`src/rtl/vga_stream_sink.sv`:
```
// Avalon-ST pixel sink feeding a VGA DAC: show-ahead beat FIFO, free-running raster,
// and a SEARCH/ALIGN/RUN lock machine that pins each frame's first beat to raster (0,0).
module vga_stream_sink #(
  parameter int H_ACTIVE   = 640,
  parameter int H_FP       = 16,
  parameter int H_SYNC     = 96,
  parameter int H_BP       = 48,
  parameter int V_ACTIVE   = 480,
  parameter int V_FP       = 10,
  parameter int V_SYNC     = 2,
  parameter int V_BP       = 33,
  parameter int FIFO_DEPTH = 16
) (
  input  logic                          clk,
  input  logic                          reset,
  input  logic [29:0]                   data,
  input  logic                          startofpacket,
  input  logic                          endofpacket,
  input  logic                          valid,
  output logic                          ready,
  output logic [7:0]                    vga_r,
  output logic [7:0]                    vga_g,
  output logic [7:0]                    vga_b,
  output logic                          vga_hs,
  output logic                          vga_vs,
  output logic                          vga_blank_n,
  output logic                          locked,
  output logic                          underflow,
  output logic                          frame_err,
  output logic [1:0]                    dbg_state,
  output logic [$clog2(FIFO_DEPTH):0]   dbg_count,
  output logic [31:0]                   dbg_head
);

  localparam int H_TOTAL = H_ACTIVE + H_FP + H_SYNC + H_BP;
  localparam int V_TOTAL = V_ACTIVE + V_FP + V_SYNC + V_BP;
  localparam int HW      = $clog2(H_TOTAL);
  localparam int VW      = $clog2(V_TOTAL);
  localparam int AW      = $clog2(FIFO_DEPTH);
  localparam int CW      = AW + 1;

  typedef enum logic [1:0] {
    SEARCH = 2'd0,
    ALIGN  = 2'd1,
    RUN    = 2'd2
  } state_t;

  state_t          state;
  state_t          state_nxt;
  logic [HW-1:0]   h_cnt;
  logic [VW-1:0]   v_cnt;
  logic [31:0]     mem [FIFO_DEPTH];
  logic [AW-1:0]   wr_ptr;
  logic [AW-1:0]   rd_ptr;
  logic [CW-1:0]   count;
  logic [31:0]     head;
  logic            head_sop;
  logic            head_eop;
  logic            empty;
  logic            push;
  logic            pop;
  logic            emit;
  logic            set_uf;
  logic            set_fe;
  logic            visible;
  logic            origin;
  logic            last_px;
  logic            hs_zone;
  logic            vs_zone;

  // Raster counters free-run in every state so sync is valid straight out of reset.
  always_ff @(posedge clk or negedge reset) begin
    if (!reset) begin
      h_cnt <= '0;
      v_cnt <= '0;
    end else if (h_cnt == HW'(H_TOTAL - 1)) begin
      h_cnt <= '0;
      v_cnt <= (v_cnt == VW'(V_TOTAL - 1)) ? '0 : v_cnt + 1'b1;
    end else begin
      h_cnt <= h_cnt + 1'b1;
    end
  end

  assign visible = (h_cnt < HW'(H_ACTIVE)) && (v_cnt < VW'(V_ACTIVE));
  assign origin  = (h_cnt == '0) && (v_cnt == '0);
  assign last_px = (h_cnt == HW'(H_ACTIVE - 1)) && (v_cnt == VW'(V_ACTIVE - 1));
  assign hs_zone = (h_cnt >= HW'(H_ACTIVE + H_FP)) && (h_cnt < HW'(H_ACTIVE + H_FP + H_SYNC));
  assign vs_zone = (v_cnt >= VW'(V_ACTIVE + V_FP)) && (v_cnt < VW'(V_ACTIVE + V_FP + V_SYNC));

  // Handshake: a beat transfers on any rising clk edge where valid && ready.
  // ready depends only on the registered count, never on this cycle's pop.
  assign ready    = (count != CW'(FIFO_DEPTH));
  assign push     = valid && ready;
  assign empty    = (count == '0);
  assign head     = mem[rd_ptr];
  assign head_sop = head[31];
  assign head_eop = head[30];

  always_ff @(posedge clk) begin
    if (push) mem[wr_ptr] <= {startofpacket, endofpacket, data};
  end

  always_ff @(posedge clk or negedge reset) begin
    if (!reset) begin
      wr_ptr <= '0;
      rd_ptr <= '0;
      count  <= '0;
    end else begin
      if (push) wr_ptr <= wr_ptr + 1'b1;
      if (pop)  rd_ptr <= rd_ptr + 1'b1;
      case ({push, pop})
        2'b10:   count <= count + 1'b1;
        2'b01:   count <= count - 1'b1;
        default: count <= count;
      endcase
    end
  end

  // A sop at the head must coincide exactly with (0,0); either mismatch is a framing error.
  always_comb begin
    state_nxt = state;
    pop       = 1'b0;
    emit      = 1'b0;
    set_uf    = 1'b0;
    set_fe    = 1'b0;
    unique case (state)
      SEARCH: begin
        if (!empty) begin
          if (head_sop) state_nxt = ALIGN;
          else          pop = 1'b1;
        end
      end
      ALIGN: begin
        if (origin && !empty) begin
          pop       = 1'b1;
          emit      = 1'b1;
          state_nxt = RUN;
        end
      end
      RUN: begin
        if (visible) begin
          if (empty) begin
            set_uf    = 1'b1;
            state_nxt = SEARCH;
          end else if (head_sop != origin) begin
            set_fe    = 1'b1;
            state_nxt = SEARCH;
          end else begin
            pop  = 1'b1;
            emit = 1'b1;
            if (last_px && !head_eop) begin
              set_fe    = 1'b1;
              state_nxt = SEARCH;
            end
          end
        end
      end
      default: state_nxt = SEARCH;
    endcase
  end

  // Every pin is registered from the same counter state, keeping colour and sync aligned.
  always_ff @(posedge clk or negedge reset) begin
    if (!reset) begin
      state       <= SEARCH;
      vga_r       <= '0;
      vga_g       <= '0;
      vga_b       <= '0;
      vga_hs      <= 1'b1;
      vga_vs      <= 1'b1;
      vga_blank_n <= 1'b0;
      locked      <= 1'b0;
      underflow   <= 1'b0;
      frame_err   <= 1'b0;
    end else begin
      state       <= state_nxt;
      vga_r       <= emit ? head[29:22] : 8'h00;
      vga_g       <= emit ? head[19:12] : 8'h00;
      vga_b       <= emit ? head[9:2]   : 8'h00;
      vga_hs      <= !hs_zone;
      vga_vs      <= !vs_zone;
      vga_blank_n <= visible;
      locked      <= (state_nxt == RUN);
      if (set_uf) underflow <= 1'b1;
      if (set_fe) frame_err <= 1'b1;
    end
  end

  assign dbg_state = state;
  assign dbg_count = count;
  assign dbg_head  = head;

endmodule

```
`config.mk`:
```
export PLATFORM = sky130hd
export DESIGN_NAME = vga_stream_sink
export DESIGN_NICKNAME = d
export VERILOG_FILES = /design/src/rtl/vga_stream_sink.sv
export SDC_FILE = /design/constraint.sdc
export NUM_CORES = 1
export LEC_CHECK = 0
export BUFFER_PORTS_ARGS = -buffer_cell sky130_fd_sc_hd__buf_2
export CAP_MARGIN = 30
export CORE_MARGIN = 2
export CORE_UTILIZATION = 36
export DETAILED_ROUTE_END_ITERATION = 16
export PLACE_DENSITY_LB_ADDON = 0.3
export SLEW_MARGIN = 20
export SYNTH_ARGS = -nofsm -noshare
export SYNTH_HDL_FRONTEND = slang
export SYNTH_SLANG_ARGS = --single-unit
```
`constraint.sdc`:
```
create_clock -name clk -period 9.96 [get_ports clk]
set_clock_uncertainty 0.1 [all_clocks]
set_input_delay 0.498 -clock clk [delete_from_list [all_inputs] [get_ports clk]]
set_output_delay 0.498 -clock clk [all_outputs]
set_load 0.05 [all_outputs]
```
## Word level (Yosys, flattened, before mapping)

Memory sizes are Yosys's and may differ from the RTL's.
Cells that the tools add are included.

| word-level totals | value |
|---|---|
| memories | 1 |
| input bits | 35 |
| output and inout bits | 70 |
| RAM bits | 512 |
| flip-flop bits (word level) | 65 |
| logic and storage cells | 88 |

| operators by class | value |
|---|---|
| equality and inequality tests | 11 |
| muxes and demuxes | 32 |
| $lt $le $gt $ge | 6 |
| add/subtract/negate cells | 6 |
| reductions and logical operators | 17 |

Memory list:

| memory | words | bits a word | rd ports | clocked after memory_dff | wr ports | line | RTL |
|---|---|---|---|---|---|---|---|
| mem | 16 | 32 | 1 | 0 | 1 | 52 | `logic [31:0] mem [FIFO_DEPTH];` |

Operators by type and width:

| operator | count |
|---|---|
| equality test 10 bit, second input constant | 3 |
| two-way mux 8 bit | 3 |
| adder 10 x 1 -> 10 bit, second input constant | 2 |
| zero test 10 bit | 2 |
| < comparator 10 bit, second input constant | 2 |
| < comparator 10 x 9 -> 1 bit, second input constant | 2 |
| two-way mux 10 bit | 2 |
| two-way mux 1 bit | 16 |
| two-way mux 2 bit | 7 |
| equality test 10 x 9 -> 1 bit, second input constant | 1 |
| >= comparator 10 bit, second input constant | 1 |
| >= comparator 10 x 9 -> 1 bit, second input constant | 1 |
| case mux 5 bit (2 select lines) | 1 |
| adder 4 x 1 -> 4 bit, second input constant | 2 |
| logical AND 1 bit | 8 |
| equality test 2 bit, second input constant | 3 |
| case mux 2 bit (3 select lines) | 1 |
| adder 5 x 1 -> 5 bit, second input constant | 1 |
| zero test 5 bit | 1 |
| inequality test 5 bit, second input constant | 1 |
| subtractor 5 x 1 -> 5 bit, second input constant | 1 |
| equality test 2 x 1 -> 1 bit, second input constant | 2 |
| zero test 1 bit | 4 |
| case mux 1 bit (3 select lines) | 1 |
| other kinds (4) | 4 |

## Longest topological paths before layout

Gate-level depths: netlist of the first run.

| logic depth | value |
|---|---|
| depth in word-level cells | 9 |
| depth in mapped cells | 16 |
| gate-level depth less buffers | 16 |

## Worst setup path before layout of the first run

No wires, ideal clock.

| timing | value |
|---|---|
| kind | register -> register |
| start | register count[1] (netlist: dbg_count[1]) |
| end | memory mem[3][0] (enable) |
| buffers on the path | 1 |
| data required time | 9.399 ns |
| library setup time | 0.461 ns |
| data arrival time | 4.035 ns |
| clock period less this slack | 4.596 ns |
| cell stages (with the launch flop) | 7 |
| setup slack | 5.364 ns |
| cell sequence | dfrtp_1 -> nor4_1 -> nand2_1 -> and2_1 -> clkbuf_1 -> nand2_1 -> nor3_1 |

| on the way | value |
|---|---|
| cells in the longest elaborated chain, start to end | 4 |

RTL lines:

| item | line | RTL |
|---|---|---|
| from (decl) | 55 | `logic [CW-1:0] count;` |
| from (signal assigned) | 112 | `2'b10: count <= count + 1'b1;` |
| from (signal assigned) | 113 | `2'b01: count <= count - 1'b1;` |
| from (signal assigned) | 114 | `default: count <= count;` |
| inequality test 5 bit | 92 | `assign ready = (count != CW'(FIFO_DEPTH));` |
| named net ready | 20 | `output logic ready,` |
| logical AND 1 bit | 93 | `assign push = valid && ready;` |
| two-way mux 1 bit | 100 | `if (push) mem[wr_ptr] <= {startofpacket, endofpacket, data};` |
| two-way mux 1 bit (not written as such) | 100 |  |
| to (decl) | 52 |  |

The timed path passes the listed nets, and every way through them passes these cells.

## Final worst setup path of the first run

| timing | value |
|---|---|
| start | register rd_ptr[1] |
| end | register count[4] (netlist: dbg_count[4]) |

| on the way | value |
|---|---|
| cells in the longest elaborated chain, start to end | 8 |
| elaborated cells between the ends (all ways) | 12 |
| classes of those cells | eq/ne: 3; mux: 7; reduce/logical: 1; memory: 1 |

RTL lines:

| item | line | RTL |
|---|---|---|
| from (decl) | 54 | `logic [AW-1:0] rd_ptr;` |
| from (signal assigned) | 110 | `if (pop) rd_ptr <= rd_ptr + 1'b1;` |
| memory (16 x 32 bit) (*) | - |  |
| inequality test 1 bit | 145 | `end else if (head_sop != origin) begin` |
| two-way mux 1 bit | 145 |  |
| two-way mux 1 bit | 142 | `if (empty) begin` |
| two-way mux 1 bit | 141 | `if (visible) begin` |
| case mux 1 bit (3 select lines) (*) | 126 | `unique case (state)` |
| named net pop | 61 | `logic pop;` |
| equality test 2 x 1 -> 1 bit / equality test 2 bit (equally long branches) | 111 | `case ({push, pop})` |
| case mux 5 bit (2 select lines) / nonzero test 2 bit (equally long branches) | - |  |

Mark *: on every way through the listed nets, which the timed path passes. The rest lies on a longest branch.
A chain may end at the register's enable or synchronous reset.

==> metrics.md, run 1 <==
| Metric | Value |
|---|---|
| Slowest stage delay, CP | `0.74 ns` |
| Final worst path period share | `50.57%` |
| DRT antenna net count | `0` |
| Post-Synthesis Cells | `1225` |
| Static leakage | `9.179 nW` |
| Max frequency | `0.1985 GHz` |
| Register area share after synthesis | `75.05%` |
| Yosys reg bits | `577` |
| Area of the core | `0.06194 mm2` |
| Synth warn | `0` |
| CTS H-tree depth | `2` |
| Iter 0 DRT Violations | `913` |
| Num ports | `105` |
| Die area | `0.06495 mm2` |
| Met3 usage | `2.797%` |
| Cell family with most CP delay | `multiplexers` |
| Crit end category | `flip-flop` |
| IO buf count | `104` |
| Min cycle time layout | `5.037 ns` |
| CP Cell Sequence | `buf_4 > mux4_1 > mux4_2 > nor4_1 > or3_1 > ha_1 > inv_1 > fa_1 > inv_1 > a21o_1 > a21oi_1 > xnor2_1 > nor2_1 > xor2_1` |
| Final GP Congestion | `0.7707` |
| Met1 GRT Util | `21.58%` |
| Die H | `254.9 um` |
| Layout cells sized above 1 | `24.47%` |
| Fill cells | `5471` |
| Clk pwr share | `28.7%` |
| Total grt overflow | `0` |
| CP startpoint kind | `flip-flop` |
| Final Net Count | `1404` |
| Crit path DAT | `5.48 ns` |
| Routed WL per cell | `22.99 um` |
| Worst path slowest cell | `buf_4` |
| Max-slew violation count | `0` |
| Global-route wire length before repair | `76.53 mm` |
| MaxCap Viol Count | `0` |
| Switching Fraction | `35.93%` |
| VDD IR max | `0.2450 mV` |
| Most used cell, CP | `inv_1` |
| FF+latch area | `0.01701 mm2` |
| Async S/R FF share, synth | `11.27%` |
| Pwr Density | `299.8 mW/mm2` |
| Unrepaired setup endpoints after global routing | `false` |
| Post-synth EDFFs | `512` |
| GRT Total Usage | `16.03%` |
| Drt pass-1 iters | `5` |
| Clock Tree Root | `clkbuf_16` |
| # resized after CTS | `0` |
| Sequential power share | `37.9%` |
| CTS tree | `done` |
| P_int | `5.070 mW` |
| Via/cell ratio | `5.194` |
| DP HPWL | `28.37 mm` |
| Synth unique cells | `51` |
| Synth Area per Inst | `18.49 um2` |
| Maximum clock path buffer count | `3` |
| # rows | `91` |
| Worst skew pair latency | `0.65 ns` |
| Final setup TNS | `0 ns` |
| Relative slew slack | `30.94%` |
| Die Wd | `254.9 um` |
| Initial antenna violation count | `3` |
| Worst-path maximum fanout | `50` |
| Place WS | `4.962 ns` |
| Syn Std Cell Area | `0.02266 mm2` |
| # diodes | `0` |
| Clock transition at path regs | `0.06 ns` |
| Buf/Inv on CP | `3` |
| CTS Buf Count | `60` |
| Global route hottest layer | `met2` |
| Worst-Margin Slew | `1.036 ns` |
| WL final | `51.46 mm` |
| Multi-input logic area | `0.005419 mm2` |
| Comb pwr share | `33.4%` |
| CTS Sinks | `577` |
| Global-route track usage on met2 | `26.79%` |
| Sw Pwr | `2.843 mW` |
| Initial core utilization | `36.58%` |
| Area Growth Syn to Fin | `16.49%` |
| CP Data Required Time | `10.40 ns` |
| Worst hold-check path type | `in2reg` |
| Worst setup path class | `reg2reg` |
| Syn nets | `1278` |
| Largest net degree at the start of global routing | `134` |
| Setup ws final | `4.923 ns` |
| Vias in the first global route | `11990` |
| Outcome | `finished, final reports clean` |
| Final setup fails | `0` |
| Final Hold Viols | `0` |
| Total number of vias | `11630` |
| Synth Flop Type | `edfxtp_1` |
| # DRC | `0` |
==> cell families (layout without fill, tap and decap cells) <==
kind of cell,count (synthesis),in the layout,synth area share (%)
buffers and inverters,87,264,1.585
AO/OA/AOI/OAI,182,182,5.909
flip-flops,577,577,75.05
adder cells (fa/ha/maj),18,18,1.027
AND/OR/NAND/NOR,147,147,3.142
multiplexers,191,191,12.39
XOR/XNOR,23,23,0.8892
==> repair_timing <==
action                                 4_1_cts  5_1_grt
setup buffers                                0        0
hold buffers                                 1        0
endpoints found under the hold margin       40        0
==> sequential cells by signal, indices dropped and copies added, names as in the netlist <==
| register | count |
|---|---|
| dbg_count | 5 |
| dbg_state | 2 |
| frame_err | 1 |
| h_cnt | 10 |
| locked | 1 |
| mem | 512 |
| rd_ptr | 4 |
| underflow | 1 |
| v_cnt | 10 |
| vga_b | 8 |
| vga_blank_n | 1 |
| vga_g | 8 |
| vga_hs | 1 |
| vga_r | 8 |
| vga_vs | 1 |
| wr_ptr | 4 |
==> power by group through the flow <==
stage / sequential (mW) / clock [mW] / combinational (mW)
2_1_floorplan: 3.03 / 0 / 1.93
3_3_place_gp: 3.04 / 0 / 2.66
3_5_place_dp: 3.05 / 0 / 2.68
4_1_cts: 3.00 / 2.33 / 2.69
5_1_grt: 3.02 / 2.42 / 2.85
6_report: 3.00 / 2.27 / 2.64
==> routing by layer <==
metal  wire length (um)  part of all wire, %
met3               2765                  5.4
met1              22080                   43
met2              25490                   50
met5                 30                0.058
met4               1094                  2.1
==> area by class of cell <==
type                            count  share of cell area (%)
Multi-Input combinational cell    561                   20.53
Timing Repair Buffer              133                   2.958
Inverter                           18                  0.2560
Tap cell                          837                   3.968
Clock buffer                       82                   6.538
Clock inverter                     31                   1.285
Sequential cell                   577                   64.46
==> synthesized netlist by cell type, types with 8 or more instances <==
master	instances	area [um2]
nor3_1	9	45.04
dfrtp_1	63	1577
a21oi_1	9	45.04
a221oi_1	60	525.5
a21oi_2	20	175.2
buf_1	14	52.55
a22oi_1	30	225.2
nor2_1	26	97.59
mux4_2	65	1464
nand4_1	10	62.56
mux2i_1	120	1201
o21ai_0	44	220.2
xnor2_1	14	122.6
nand3_1	10	50.05
nor4_1	8	50.05
nand2_1	56	210.2
ha_1	17	212.7
edfxtp_1	512	15370
inv_1	18	67.56
xor2_1	9	78.83
clkbuf_1	49	183.9
==> layout by cell type, fill, tap and decap left out, drive strengths merged, types with 10 or more instances in the layout <==
| cell type | Yosys | routed |
|---|---|---|
| nand3 | 10 | 10 |
| nor2 | 26 | 26 |
| buf | 20 | 132 |
| xnor2 | 14 | 14 |
| nand4 | 10 | 10 |
| ha | 17 | 17 |
| nand2 | 56 | 56 |
| inv | 18 | 18 |
| a21oi | 29 | 29 |
| o21ai | 44 | 44 |
| a22oi | 30 | 30 |
| edfxtp | 512 | 512 |
| clkinv | 0 | 22 |
| clkbuf | 49 | 82 |
| mux2i | 120 | 120 |
| mux4 | 70 | 70 |
| dfrtp | 63 | 63 |
| a221oi | 60 | 60 |
==> through the flow <==
stage | cell area, um2 | hold slack, ns | std cells | power [mW] | util (%)
floorplan | 22660 | 0.1024 | 1225 | 4.958 | -
CTS | 26370 | 0.08382 | 2238 | 8.012 | 42.58
global placement | 24270 | 0.3444 | 2122 | 5.694 | 39.18
global route | 26390 | 0.1120 | 2239 | 8.283 | 42.61
detailed placement | 24300 | 0.3636 | 2124 | 5.726 | 39.23
finish | 26390 | 0.1265 | 2239 | 7.913 | 42.61
==> path summary, 6_finish.rpt <==
path,from,to,slack (ns),cells past startpoint
worst max-delay path,rd_ptr[1],dbg_count[4],4.92,14
worst min-delay path,data[14],mem[13][14],0.13,1
worst max register to register,rd_ptr[1],dbg_count[4],4.92,14
worst min register to register,underflow,underflow,0.36,1
max in group asynchronous,reset,vga_hs,8.75,3
min in group asynchronous,reset,v_cnt[4],0.36,2
No activity file was read; power rests on OpenSTA's default activity.
==> run 2: changes to the inputs <==
- ABC_AREA: unset -> 1
- clock period: 9.96 -> 4.6 ns (I/O delays scaled with it)
==> run 2 against run 1 <==
Combinational power rose by 120%. Critical path depth decreased by 4. Global-route usage grew 2.1 points. Utilization about the same. Sequential cell count unchanged. Die area rose by 1.7%. Non-clock buffer count grew 40. Design area increased by 2.1%. Critical endpoint is now dbg_head[16].
==> metrics.md, run 2 <==
| Metric | Value |
|---|---|
| Outcome | `finished, final reports clean` |
| Area Growth Syn to Fin | `16.94%` |
| Cell family with most CP delay | `buffers and inverters` |
| Via/cell ratio | `5.265 (+1.4%)` |
| Synth top area cells | `edfxtp_1 67%, dfrtp_1 6.8%, nand2_1 5.0%` |
| Fill cells | `5725 (+4.6%)` |
| Unrepaired setup endpoints after global routing | `false` |
| Die H | `257.0 um (+0.85%)` |
| FF-to-FF Start | `rd_ptr[2]` |
| Slowest stage delay, CP | `0.71 ns (-0.03 ns)` |
| Max reg flops | `512 (unchanged)` |
| Total grt overflow | `0 (unchanged)` |
| Post-CTS setup buffer count | `0 (unchanged)` |
| Relative slew slack | `33.82% (+2.9 points)` |
| Sequential power share | `37.8% (about the same)` |
| Yosys top cell by area | `edfxtp_1` |
| Final GP Congestion | `0.7822 (+1.5%)` |
| CP Cell Sequence | `inv_1 > nor2_4 > buf_4 > inv_2 > buf_12 > a21oi_1 > a221oi_1 > o21ai_1 > nand2_1 > buf_2` |
| Crit end category | `output pin` |
| Max frequency | `0.2534 GHz` |
| Yosys reg bits | `577 (unchanged)` |
| MaxCap Viol Count | `0 (unchanged)` |
| Worst skew pair latency | `0.64 ns (about the same)` |
| Synth warn | `0 (unchanged)` |
| Worst setup path class | `reg2out` |
| CP startpoint kind | `flip-flop` |
| GRT Total Usage | `18.16% (+2.1 points)` |
| Most common cell after layout, fill and taps aside | `edfxtp_1` |
| CTS H-tree depth | `2 (unchanged)` |
| Post-Synthesis Cells | `1778 (+45%)` |
| Sw Pwr | `6.668 mW (+130%)` |
| CTS Sinks | `577 (unchanged)` |
| Static leakage | `9.542 nW (+4.0%)` |
| CTS tree | `done` |
| Worst-Margin Slew | `0.9904 ns (-0.04556 ns)` |
| Syn Std Cell Area | `0.02305 mm2 (+1.7%)` |
| Synth Area per Inst | `12.96 um2 (-30%)` |
| Switching Fraction | `39.04% (+3.1 points)` |
| Min cycle time layout | `3.946 ns` |
| Die Wd | `257.0 um (+0.85%)` |
| Drt pass-1 iters | `7 (+2)` |
| IO buf count | `104 (unchanged)` |
| Max-slew violation count | `0 (unchanged)` |
| Pwr Density | `633.6 mW/mm2 (+110%)` |
| Worst hold-check path type | `in2async` |
| Final setup fails | `0 (unchanged)` |
| Async S/R FF share, synth | `11.27% (unchanged)` |
| Worst path slowest cell | `dfrtp_2` |
| Final Hold Viols | `0 (unchanged)` |
| Clock Tree Root | `clkbuf_16` |
| Num ports | `105 (unchanged)` |
| Top flop regs | `mem x512, h_cnt x10, v_cnt x10` |
| DRT antenna net count | `0 (unchanged)` |
| # DRC | `0 (unchanged)` |
| Maximum clock path buffer count | `3 (unchanged)` |
| Clock transition at path regs | `0.07 ns (about the same)` |
| Die area | `0.06607 mm2 (+1.7%)` |
| Crit path DAT | `3.62 ns (-1.86 ns)` |
| Iter 0 DRT Violations | `1415 (+55%)` |
| Area share of the largest cell type after synthesis | `66.70% (-1.2 points)` |
| CP startpoint | `rd_ptr[2]` |
| Clk pwr share | `28.3% (-0.4 points)` |
| Area of the core | `0.06320 mm2 (+2.0%)` |
| P_int | `10.41 mW (+110%)` |
| Final Net Count | `1965 (+40%)` |
| Comb pwr share | `33.9% (+0.5 points)` |
| Layout cells sized above 1 | `15.60% (-8.9 points)` |
| Total number of vias | `14800 (+27%)` |
| Most frequent cells in the layout | `512 x edfxtp_1, 305 x nand2_1, 157 x nor2_1` |
| Global-route wire length before repair | `91.43 mm (+19%)` |
| Synth Flop Type | `edfxtp_1` |
| Vias in the first global route | `14640 (+22%)` |
| Final Core Density | `42.65% (about the same)` |
| Buf/Inv on CP | `5 (+2)` |
| Initial antenna violation count | `3 (unchanged)` |
| WL final | `60.27 mm (+17%)` |
| VDD IR max | `0.5150 mV (+110%)` |
| Synth unique cells | `46 (-9.8%)` |
| Syn nets | `1831 (+43%)` |
| Initial core utilization | `36.47% (-0.10 points)` |
| Most common cell in the synthesized netlist | `edfxtp_1` |
| Routed WL per cell | `21.45 um (-6.7%)` |
| CTS Buf Count | `58 (-3.3%)` |
| Final setup TNS | `0 ns (unchanged)` |
| CP Data Required Time | `4.27 ns (-6.13 ns)` |
| Final worst path period share | `85.78%` |
| Biggest register | `mem` |
| Largest net degree at the start of global routing | `251 (+87%)` |
| Post-synth EDFFs | `512 (unchanged)` |
| Worst-path maximum fanout | `29 (-42%)` |
| # rows | `92 (+1.1%)` |
| Register area share after synthesis | `73.77% (-1.3 points)` |
| Synth cell count leaders | `512 x edfxtp_1, 305 x nand2_1, 173 x nor2_1` |
| DP HPWL | `32.88 mm (+16%)` |
run 2: cell types whose count changed after synthesis, moves of 73 or more:
cell / change
mux2i_1: -120
o21ai_0: +105
nor2_1: +147
nand3_1: +75
a21oi_1: +73
nand2_1: +249
run 2: final cells by class:
cell class                 instances  area, um2  share of cell area (%)
inverter                          67      256.5                  0.9516
multi-input combinational       1035       5396                   20.02
clock inverter                    31      331.6                   1.230
timing repair buffer             173       1244                   4.614
sequential                       577      17010                   63.11
tap                              846       1059                   3.927
antenna                            3      7.507                 0.02785
clock buffer                      78       1648                   6.114
run 2: repair_timing:
item	in CTS	in global routing
endpoints found under the hold margin	555	0
hold buffers	34	0
gates resized for setup	0	0
run 2: per-layer routing:
metal | vias up | track usage [%] | share of wire [%]
li1 | 6769 | - | -
met1 | 7445 | 24.82 | 44
met2 | 478 | 29.27 | 47
met3 | 102 | 3.329 | 6.0
met4 | 2 | 6.008 | 2.7
met5 | - | 0 | 0.023
run 2: power by group through the flow:
stage	clock (mW)	sequential [mW]	combinational (mW)
after floorplan	0	6.56	3.97
after global placement	0	6.54	5.65
after detailed placement	0	6.56	5.73
after CTS	4.90	6.45	5.77
after global routing	5.09	6.49	6.28
final	4.83	6.45	5.80
run 2: worst paths after layout:
path	end	slack, ns	depth (start not counted)
hold reg to reg	h_cnt[0]	0.37	1
min in group clk	h_cnt[0]	0.37	1
setup / recovery	dbg_head[16]	0.65	10
hold / removal	h_cnt[7]	0.10	2
setup reg to reg	dbg_count[4]	1.21	21
max in group asynchronous	vga_r[3]	3.66	3
run 2: cell families after synthesis:
kind of cell / count (synthesis) / synth area share [%]
buf+inv: 166 / 3.360
compound gates: 376 / 9.825
fa+ha+maj: 18 / 1.010
flops: 577 / 73.77
xor+xnor: 12 / 0.4560
simple gates: 629 / 11.58
run 2: per-stage QoR:
step                      hold slack [ns]  cell area (um2)  worst slack, ns  instances  power (mW)
after floorplan                   -0.1656            23050            1.020       1778       10.53
after global placement             0.3444            24480            1.258       2658       12.20
after detailed placement           0.2250            24520            1.205       2660       12.28
after CTS                          0.1074            26840           0.5205       2803       17.12
after global routing               0.1433            26950           0.5182       2809       17.87
final                              0.1020            26950           0.6543       2810       17.08
